===== src/rtl/result_tx_streamer.sv =====
// Streams INT32 results from the output BRAM as a framed, little-endian byte stream.
// Define RESULT_TX_CHECKSUM_EN to append an XOR checksum byte to every frame.
module result_tx_streamer #(
  parameter int unsigned ADDR_W   = 10,
  parameter logic [7:0]  HDR_BYTE = 8'hA5
) (
  input  logic              clk,
  input  logic              rst_n,
  input  logic              start,
  input  logic [ADDR_W-1:0] cfg_base_addr,
  input  logic [ADDR_W:0]   cfg_word_count,
  output logic              mem_rd_en,
  output logic [ADDR_W-1:0] mem_rd_addr,
  input  logic [31:0]       mem_rd_data,
  output logic [7:0]        out_data,
  output logic              out_valid,
  input  logic              out_ready,
  output logic              busy,
  output logic              done,
  output logic [31:0]       bytes_sent
);

  localparam int unsigned CNT_W = ADDR_W + 1;
  localparam logic [CNT_W-1:0] MAX_WORDS = CNT_W'(1) << ADDR_W;

  typedef enum logic [3:0] {
    IDLE, HDR0, HDR1, HDR2, RD, LAT, SEND,
`ifdef RESULT_TX_CHECKSUM_EN
    CSUM,
`endif
    FIN
  } state_t;

  state_t            state_q, state_d;
  logic [ADDR_W-1:0] addr_q, addr_d;
  logic [CNT_W-1:0]  rem_q, rem_d;
  logic [31:0]       shift_q, shift_d;
  logic [1:0]        idx_q, idx_d;
  logic              mem_rd_en_d;
  logic [ADDR_W-1:0] mem_rd_addr_d;
  logic [7:0]        out_data_d;
  logic              out_valid_d;
  logic              busy_d;
  logic              done_d;
  logic [31:0]       bytes_sent_d;
  logic              xfer;
  logic              to_tail;
  logic [15:0]       count16;
`ifdef RESULT_TX_CHECKSUM_EN
  logic [7:0]        csum_q, csum_d, csum_x;
`endif

  // State and registered outputs
  always_ff @(posedge clk or negedge rst_n) begin
    if (!rst_n) begin
      state_q     <= IDLE;
      addr_q      <= '0;
      rem_q       <= '0;
      shift_q     <= '0;
      idx_q       <= '0;
      mem_rd_en   <= 1'b0;
      mem_rd_addr <= '0;
      out_data    <= '0;
      out_valid   <= 1'b0;
      busy        <= 1'b0;
      done        <= 1'b0;
      bytes_sent  <= '0;
`ifdef RESULT_TX_CHECKSUM_EN
      csum_q      <= '0;
`endif
    end else begin
      state_q     <= state_d;
      addr_q      <= addr_d;
      rem_q       <= rem_d;
      shift_q     <= shift_d;
      idx_q       <= idx_d;
      mem_rd_en   <= mem_rd_en_d;
      mem_rd_addr <= mem_rd_addr_d;
      out_data    <= out_data_d;
      out_valid   <= out_valid_d;
      busy        <= busy_d;
      done        <= done_d;
      bytes_sent  <= bytes_sent_d;
`ifdef RESULT_TX_CHECKSUM_EN
      csum_q      <= csum_d;
`endif
    end
  end

  // Next-state and next-output logic
  always_comb begin
    state_d       = state_q;
    addr_d        = addr_q;
    rem_d         = rem_q;
    shift_d       = shift_q;
    idx_d         = idx_q;
    mem_rd_en_d   = 1'b0;
    mem_rd_addr_d = mem_rd_addr;
    out_data_d    = out_data;
    out_valid_d   = out_valid;
    busy_d        = busy;
    done_d        = 1'b0;
    bytes_sent_d  = bytes_sent;
    xfer          = out_valid && out_ready;
    to_tail       = 1'b0;
    count16       = 16'(rem_q);
`ifdef RESULT_TX_CHECKSUM_EN
    csum_d        = csum_q;
    csum_x        = csum_q ^ out_data;
`endif

    if (xfer) bytes_sent_d = bytes_sent + 32'd1;

    case (state_q)
      IDLE: begin
        if (start) begin
          state_d      = HDR0;
          addr_d       = cfg_base_addr;
          rem_d        = (cfg_word_count > MAX_WORDS) ? MAX_WORDS : cfg_word_count;
          bytes_sent_d = '0;
          busy_d       = 1'b1;
          out_valid_d  = 1'b1;
          out_data_d   = HDR_BYTE;
`ifdef RESULT_TX_CHECKSUM_EN
          csum_d       = '0;
`endif
        end
      end
      HDR0: begin
        if (xfer) begin
          state_d    = HDR1;
          out_data_d = count16[7:0];
        end
      end
      HDR1: begin
        if (xfer) begin
          state_d    = HDR2;
          out_data_d = count16[15:8];
`ifdef RESULT_TX_CHECKSUM_EN
          csum_d     = csum_x;
`endif
        end
      end
      HDR2: begin
        if (xfer) begin
`ifdef RESULT_TX_CHECKSUM_EN
          csum_d = csum_x;
`endif
          if (rem_q != '0) begin
            state_d       = RD;
            out_valid_d   = 1'b0;
            mem_rd_en_d   = 1'b1;
            mem_rd_addr_d = addr_q;
          end else begin
            to_tail = 1'b1;
          end
        end
      end
      RD: state_d = LAT;
      LAT: begin
        state_d     = SEND;
        shift_d     = mem_rd_data;
        out_data_d  = mem_rd_data[7:0];
        out_valid_d = 1'b1;
        idx_d       = '0;
      end
      SEND: begin
        if (xfer) begin
`ifdef RESULT_TX_CHECKSUM_EN
          csum_d = csum_x;
`endif
          if (idx_q != 2'd3) begin
            idx_d      = idx_q + 2'd1;
            shift_d    = shift_q >> 8;
            out_data_d = shift_q[15:8];
          end else begin
            rem_d  = rem_q - CNT_W'(1);
            addr_d = addr_q + ADDR_W'(1);
            if (rem_q != CNT_W'(1)) begin
              state_d       = RD;
              out_valid_d   = 1'b0;
              mem_rd_en_d   = 1'b1;
              mem_rd_addr_d = addr_q + ADDR_W'(1);
            end else begin
              to_tail = 1'b1;
            end
          end
        end
      end
`ifdef RESULT_TX_CHECKSUM_EN
      CSUM: begin
        if (xfer) begin
          state_d     = FIN;
          out_valid_d = 1'b0;
          done_d      = 1'b1;
          busy_d      = 1'b0;
        end
      end
`endif
      FIN: state_d = IDLE;
      default: state_d = IDLE;
    endcase

    // Last data/header byte accepted: checksum byte or straight to done
    if (to_tail) begin
`ifdef RESULT_TX_CHECKSUM_EN
      state_d     = CSUM;
      out_valid_d = 1'b1;
      out_data_d  = csum_x;
`else
      state_d     = FIN;
      out_valid_d = 1'b0;
      done_d      = 1'b1;
      busy_d      = 1'b0;
`endif
    end
  end

endmodule

===== config.mk =====
export PLATFORM = sky130hd
export DESIGN_NAME = result_tx_streamer
export DESIGN_NICKNAME = d
export VERILOG_FILES = /design/src/rtl/result_tx_streamer.sv
export SDC_FILE = /design/constraint.sdc
export NUM_CORES = 1
export LEC_CHECK = 0
export BUFFER_PORTS_ARGS = -buffer_cell sky130_fd_sc_hd__buf_2
export CORE_MARGIN = 2
export CORE_UTILIZATION = 55
export CTS_CLUSTER_DIAMETER = 40
export DETAILED_ROUTE_END_ITERATION = 8
export GPL_TIMING_DRIVEN = 0
export PLACE_DENSITY = 0.8
export SLEW_MARGIN = 40
export SYNTH_ARGS = -nofsm -noshare
export SYNTH_HDL_FRONTEND = slang
export SYNTH_SLANG_ARGS = --single-unit

===== constraint.sdc =====
create_clock -name clk -period 4.6 [get_ports clk]
set_input_delay 0.69 -clock clk [delete_from_list [all_inputs] [get_ports clk]]
set_output_delay 0.69 -clock clk [all_outputs]
set_load 0.03 [all_outputs]

After elaboration in Yosys (flattened, before gate mapping)

Cells that the tools add are included.

Bits in registers: 113
Bits in latches: 0
Bits in writable memories: 0
ROM bits: 0
Output and inout port bits: 54
Memories: 0

Add/subtract/negate cells: 4
Multipliers: 0
Divide/modulo/power cells: 0
Order comparisons: 1
Equal/unequal tests: 25
Shifts and indexed selects: 0
Mux-type cells: 63
Bitwise gates (word level): 0
Reduce and logical (&&, ||, !) cells: 17

Operators with widths:

| kind                                                                  | count |
|---|---|
| 32-bit two-way mux                                                    | 5 |
| 10-bit two-way mux                                                    | 8 |
| 32-bit one-hot mux with 2 select lines                                | 1 |
| 11-bit two-way mux                                                    | 4 |
| 8-bit two-way mux                                                     | 5 |
| 10-bit one-hot mux with 2 select lines                                | 2 |
| 8-bit one-hot mux with 5 select lines                                 | 1 |
| 4-bit two-way mux                                                     | 9 |
| 32-bit by 1-bit adder with 32-bit output, second input constant       | 1 |
| 4-bit one-hot mux with 7 select lines                                 | 1 |
| 3-bit != test, second input constant                                  | 8 |
| 11-bit one-hot mux with 2 select lines                                | 1 |
| 1-bit two-way mux                                                     | 20 |
| 2-bit != test, second input constant                                  | 10 |
| 4-bit by 3-bit equality test with 1-bit output, second input constant | 3 |
| 6-bit AND reduction                                                   | 2 |
| 11-bit > comparator, second input constant                            | 1 |
| 11-bit by 1-bit != test with 1-bit output, second input constant      | 1 |
| 11-bit nonzero test                                                   | 1 |
| 11-bit by 1-bit subtractor with 11-bit output, second input constant  | 1 |
| 10-bit by 1-bit adder with 10-bit output, second input constant       | 1 |
| 2-bit nonzero test                                                    | 5 |
| 5-bit nonzero test                                                    | 2 |
| 4-bit by 2-bit equality test with 1-bit output, second input constant | 2 |
| other kinds (13)                                                      | 15 |

Depth between registers and ports, before layout

Depth in word-level cells: 7
Depth in mapped cells: 10
Mapped depth without buffers: 7

Least setup slack after synthesis

Ideal clock, no wire load.

Path kind: register to register
Start: register state_q[0]
End: register mem_rd_addr[2]
Setup time: 0.125 ns
Arrival time: 2.085 ns
Data required time: 4.475 ns
Path slack: 2.391 ns
Cell stages (with the launch flop): 10
Clock period less this slack: 2.209 ns
Cells stage by stage: dfrtp_1 inv_1 ha_1 buf_2 nand2_4 mux2i_1 or3_1 o31ai_2 buf_4 mux2_2

Cells in the longest elaborated chain, start to end: 3

Ends and longest elaborated chain:

| what                                                                                                             | line | RTL |
|---|---|---|
| start, declared                                                                                                  | 34   | `state_t state_q, state_d;` |
| start signal, assigned                                                                                           | 72   | `state_q <= state_d;` |
| 4-bit by 3-bit equality test with 1-bit output or 4-bit by 2-bit equality test with 1-bit output (tied branches) | 114  | `case (state_q)` |
| 2-bit != test (no line) or 2-bit nonzero test (tied branches)                                                    | n/a  |  |
| 6-bit AND reduction (no line)                                                                                    | n/a  |  |
| end signal, assigned                                                                                             | 78   | `mem_rd_addr <= mem_rd_addr_d;` |
| end, declared                                                                                                    | 13   | `output logic [ADDR_W-1:0] mem_rd_addr,` |

Several ways; a longest one is shown, not always the timed one.
A chain may end at the register's enable or synchronous reset.

Final worst setup path

Start: register state_q[0]
End: register shift_q[30]

Cells in the longest elaborated chain, start to end: 3

Ends and longest elaborated chain:

| what                                                          | line | RTL |
|---|---|---|
| 4-bit by 3-bit equality test with 1-bit output                | 114  |  |
| 2-bit != test (no line) or 2-bit nonzero test (tied branches) | n/a  |  |
| 3-bit AND reduction (no line)                                 | n/a  |  |
| end signal, assigned                                          | 75   | `shift_q <= shift_d;` |
| end, declared                                                 | 37   | `logic [31:0] shift_q, shift_d;` |

Several ways; a longest one is shown, not always the timed one.

==> results.cfg <==
[power]
power_switching_uw = 1567
vdd_drop_max_uv = 343.0
pwr-share-seq_pct = 40.2
clock_power_share_pct = 15.8
p_int_uw = 2097
p_sw_share_pct = 42.76
p_leak_uw = 0.002986
combPwrFrac_pct = 44.0
power.density_nw_per_um2 = 569.8

[synth]
postSynthCellCount = 576
async_flop_share_pct = 100.0
synth-main-ff-cell = dfrtp_1
synth_edf_count = 0
synth_fp_nets = 644
ys_ff_latch = 104
ys_warn_count = 0
syn_avg_cell_area_um2 = 9.499
synth_area_um2 = 5471
synth_cell_type_count = 56
seq_area_frac_synth_pct = 47.56

[global_route]
grt_pass1_wl_um = 22920
antenna_found_initial = 0
gr-total-overflow = 0
track_usage_pct = 25.78
grt_pass1_vias = 4817
grt_max_degree = 69

[critical_path]
crit_chain = inv_1, ha_1, buf_2, nor2_1, o21ai_1, clkbuf_1, a22o_1
critPathMaxFanout = 10
critPathMaxStageDelay_ns = 0.63
critPathTopFamily = simple AND/OR/NAND/NOR gates
crit_slowest_cell = nor2_1
crit_type = flip-flop to flip-flop
crit_buf_inv = 3
cp.arrival_ns = 2.87
startpoint_type = flip-flop
cp-end-kind = flip-flop
worst_ep_required_time_ns = 4.86

[place]
place.gp.congestion = 0.8986
portBuffers = 110
pre_cts_slack_ns = 2.052
place_inst = 820
hpwl_um = 9909

[floorplan]
start_util_pct = 56.24
num_rows = 36
io_pins = 111
die_w_um = 103.7
coreArea_um2 = 9729
die_h_um = 103.7
dieArea_um2 = 10760

[clock_network]
cts_buffers = 9
cts_resized = 0
clk_latency_ns = 0.37
cts_hold_buf = 0
clock_sinks = 104
clk_pin_slew_worst_paths_ns = 0.10
postCtsSetupBuffers = 0
cts_root_buf = clkbuf_8
htree_levels = 3
tritoncts = yes
ctsLongestPathBuffers = 2

[timing]
fin_crit_ns = 2.617
maxSlewViolCount = 0
fin_skew_ns = 0.008683
grt_setup_unrepaired = false
hold_violations = 0
fmax_mhz = 382.1
setup_viol = 0
worst_hold_slack_ns = 0.1752
setup_ws_ns = 1.983
fin_crit_sh_pct = 56.89
fin_setup_tns_ns = 0
slew_headroom_pct = 47.24
tightest_slew_ns = 0.7885

[final_layout]
final_common_cell = buf_2
nets = 766
instances_no_fill = 836
layout-drive-gt1-share_pct = 22.62
n_antenna_cell = 0
area_growth_pct = 17.52
postLayoutCoreUtil_pct = 66.09
final_cell_mix = buf_2 (113), dfrtp_1 (104), nand2_1 (59)

[route]
wl_per_cell_um = 15.99
routed_via_density = 5.768
dr.first_iter.drc_count = 379
antenna_left = 0
drcViolationCount = 0
drt_pass1_iterations = 5
vias = 4822
wl_um = 13370

[run_status]
status = finished, final reports clean

[run]
max-cap-violations = 0

[worst_hold_path]
min_path_type = input pin to asynchronous set/reset pin
-- state kept, by name, summed over array words and instances, names as in the netlist --
signal,flops
shift_q,24
busy,1
bytes_sent,32
out_valid,1
state_q,3
addr_q,10
mem_rd_en,1
done,1
mem_rd_addr,10
out_data,8
rem_q,11
idx_q,2
-- layer usage --
layer,track usage [%],wire length [um],vias up
li1,-,-,2307
met1,34.81,5879,2306
met2,42.38,6501,177
met3,3.965,657,32
met4,9.556,326,0
met5,0,0,-
-- synthesized netlist by cell type, drive strengths merged (2+ instances only) --
cell type	number	area share (%)
nor2	52	3.6
dfrtp	104	48
nor3	14	1.3
xnor2	22	3.5
and3	8	0.94
o22ai	6	0.69
xor2	15	2.4
a22o	10	1.6
o31ai	2	0.37
ha	11	2.5
nand2	61	4.4
nor4	17	1.9
a221o	3	0.55
nand3	22	2.0
a221oi	4	0.64
or3	3	0.34
mux2i	21	3.8
a21oi	33	3.1
or4	3	0.48
buf	7	0.85
nand4	11	1.4
nor3b	2	0.27
inv	16	1.1
o22a	2	0.34
mux2	14	2.9
a31oi	4	0.46
nand2b	2	0.23
a21o	2	0.30
a22oi	5	0.69
o21ai	56	5.1
and2	2	0.23
and4	8	1.3
clkbuf	23	1.6
-- path summary, 6_finish.rpt --
path	cells past startpoint	slack, ns	to	from
worst max-delay path	7	1.98	shift_q[30]	state_q[0]
worst max register to register	7	1.98	shift_q[30]	state_q[0]
max in group asynchronous	2	3.80	rem_q[10]	rst_n
worst min-delay path	1	0.18	bytes_sent[4]	rst_n
min in group clk	2	0.49	shift_q[12]	shift_q[12]
worst min register to register	2	0.49	shift_q[12]	shift_q[12]
-- layout make-up --
class	count	area [um^2]
Sequential cell	104	2603
Timing Repair Buffer	111	588.1
Buffer	30	132.6
Tap cell	133	166.4
Clock inverter	4	52.55
Clock buffer	12	145.1
Fill cell	853	3299
Multi-Input combinational cell	426	2683
Inverter	16	60.06
-- cell families after synthesis --
group | share of synthesized area [%]
muxes | 6.723
buffers and inverters | 3.522
and+or+nand+nor | 18.71
DFF | 47.56
AOI/OAI and AO/OA | 15.05
xor gates and xnor gates | 5.923
adders and majority gates | 2.515
-- through the flow --
step	area, um^2	total power [uW]
after floorplan	5472	2612
after global routing	6430	3948
after detailed placement	6226	3089
final	6430	3664
after global placement	6188	3020
after CTS	6424	3672
-- power by group through the flow --
stage / logic, uW / clock network [uW] / registers [uW]
after floorplan: 998 / 0 / 1610
final: 1610 / 580 / 1470
after detailed placement: 1610 / 0 / 1480
after global placement: 1550 / 0 / 1470
after global routing: 1800 / 633 / 1510
after CTS: 1610 / 592 / 1470
Power figures use the tool's default switching activity.
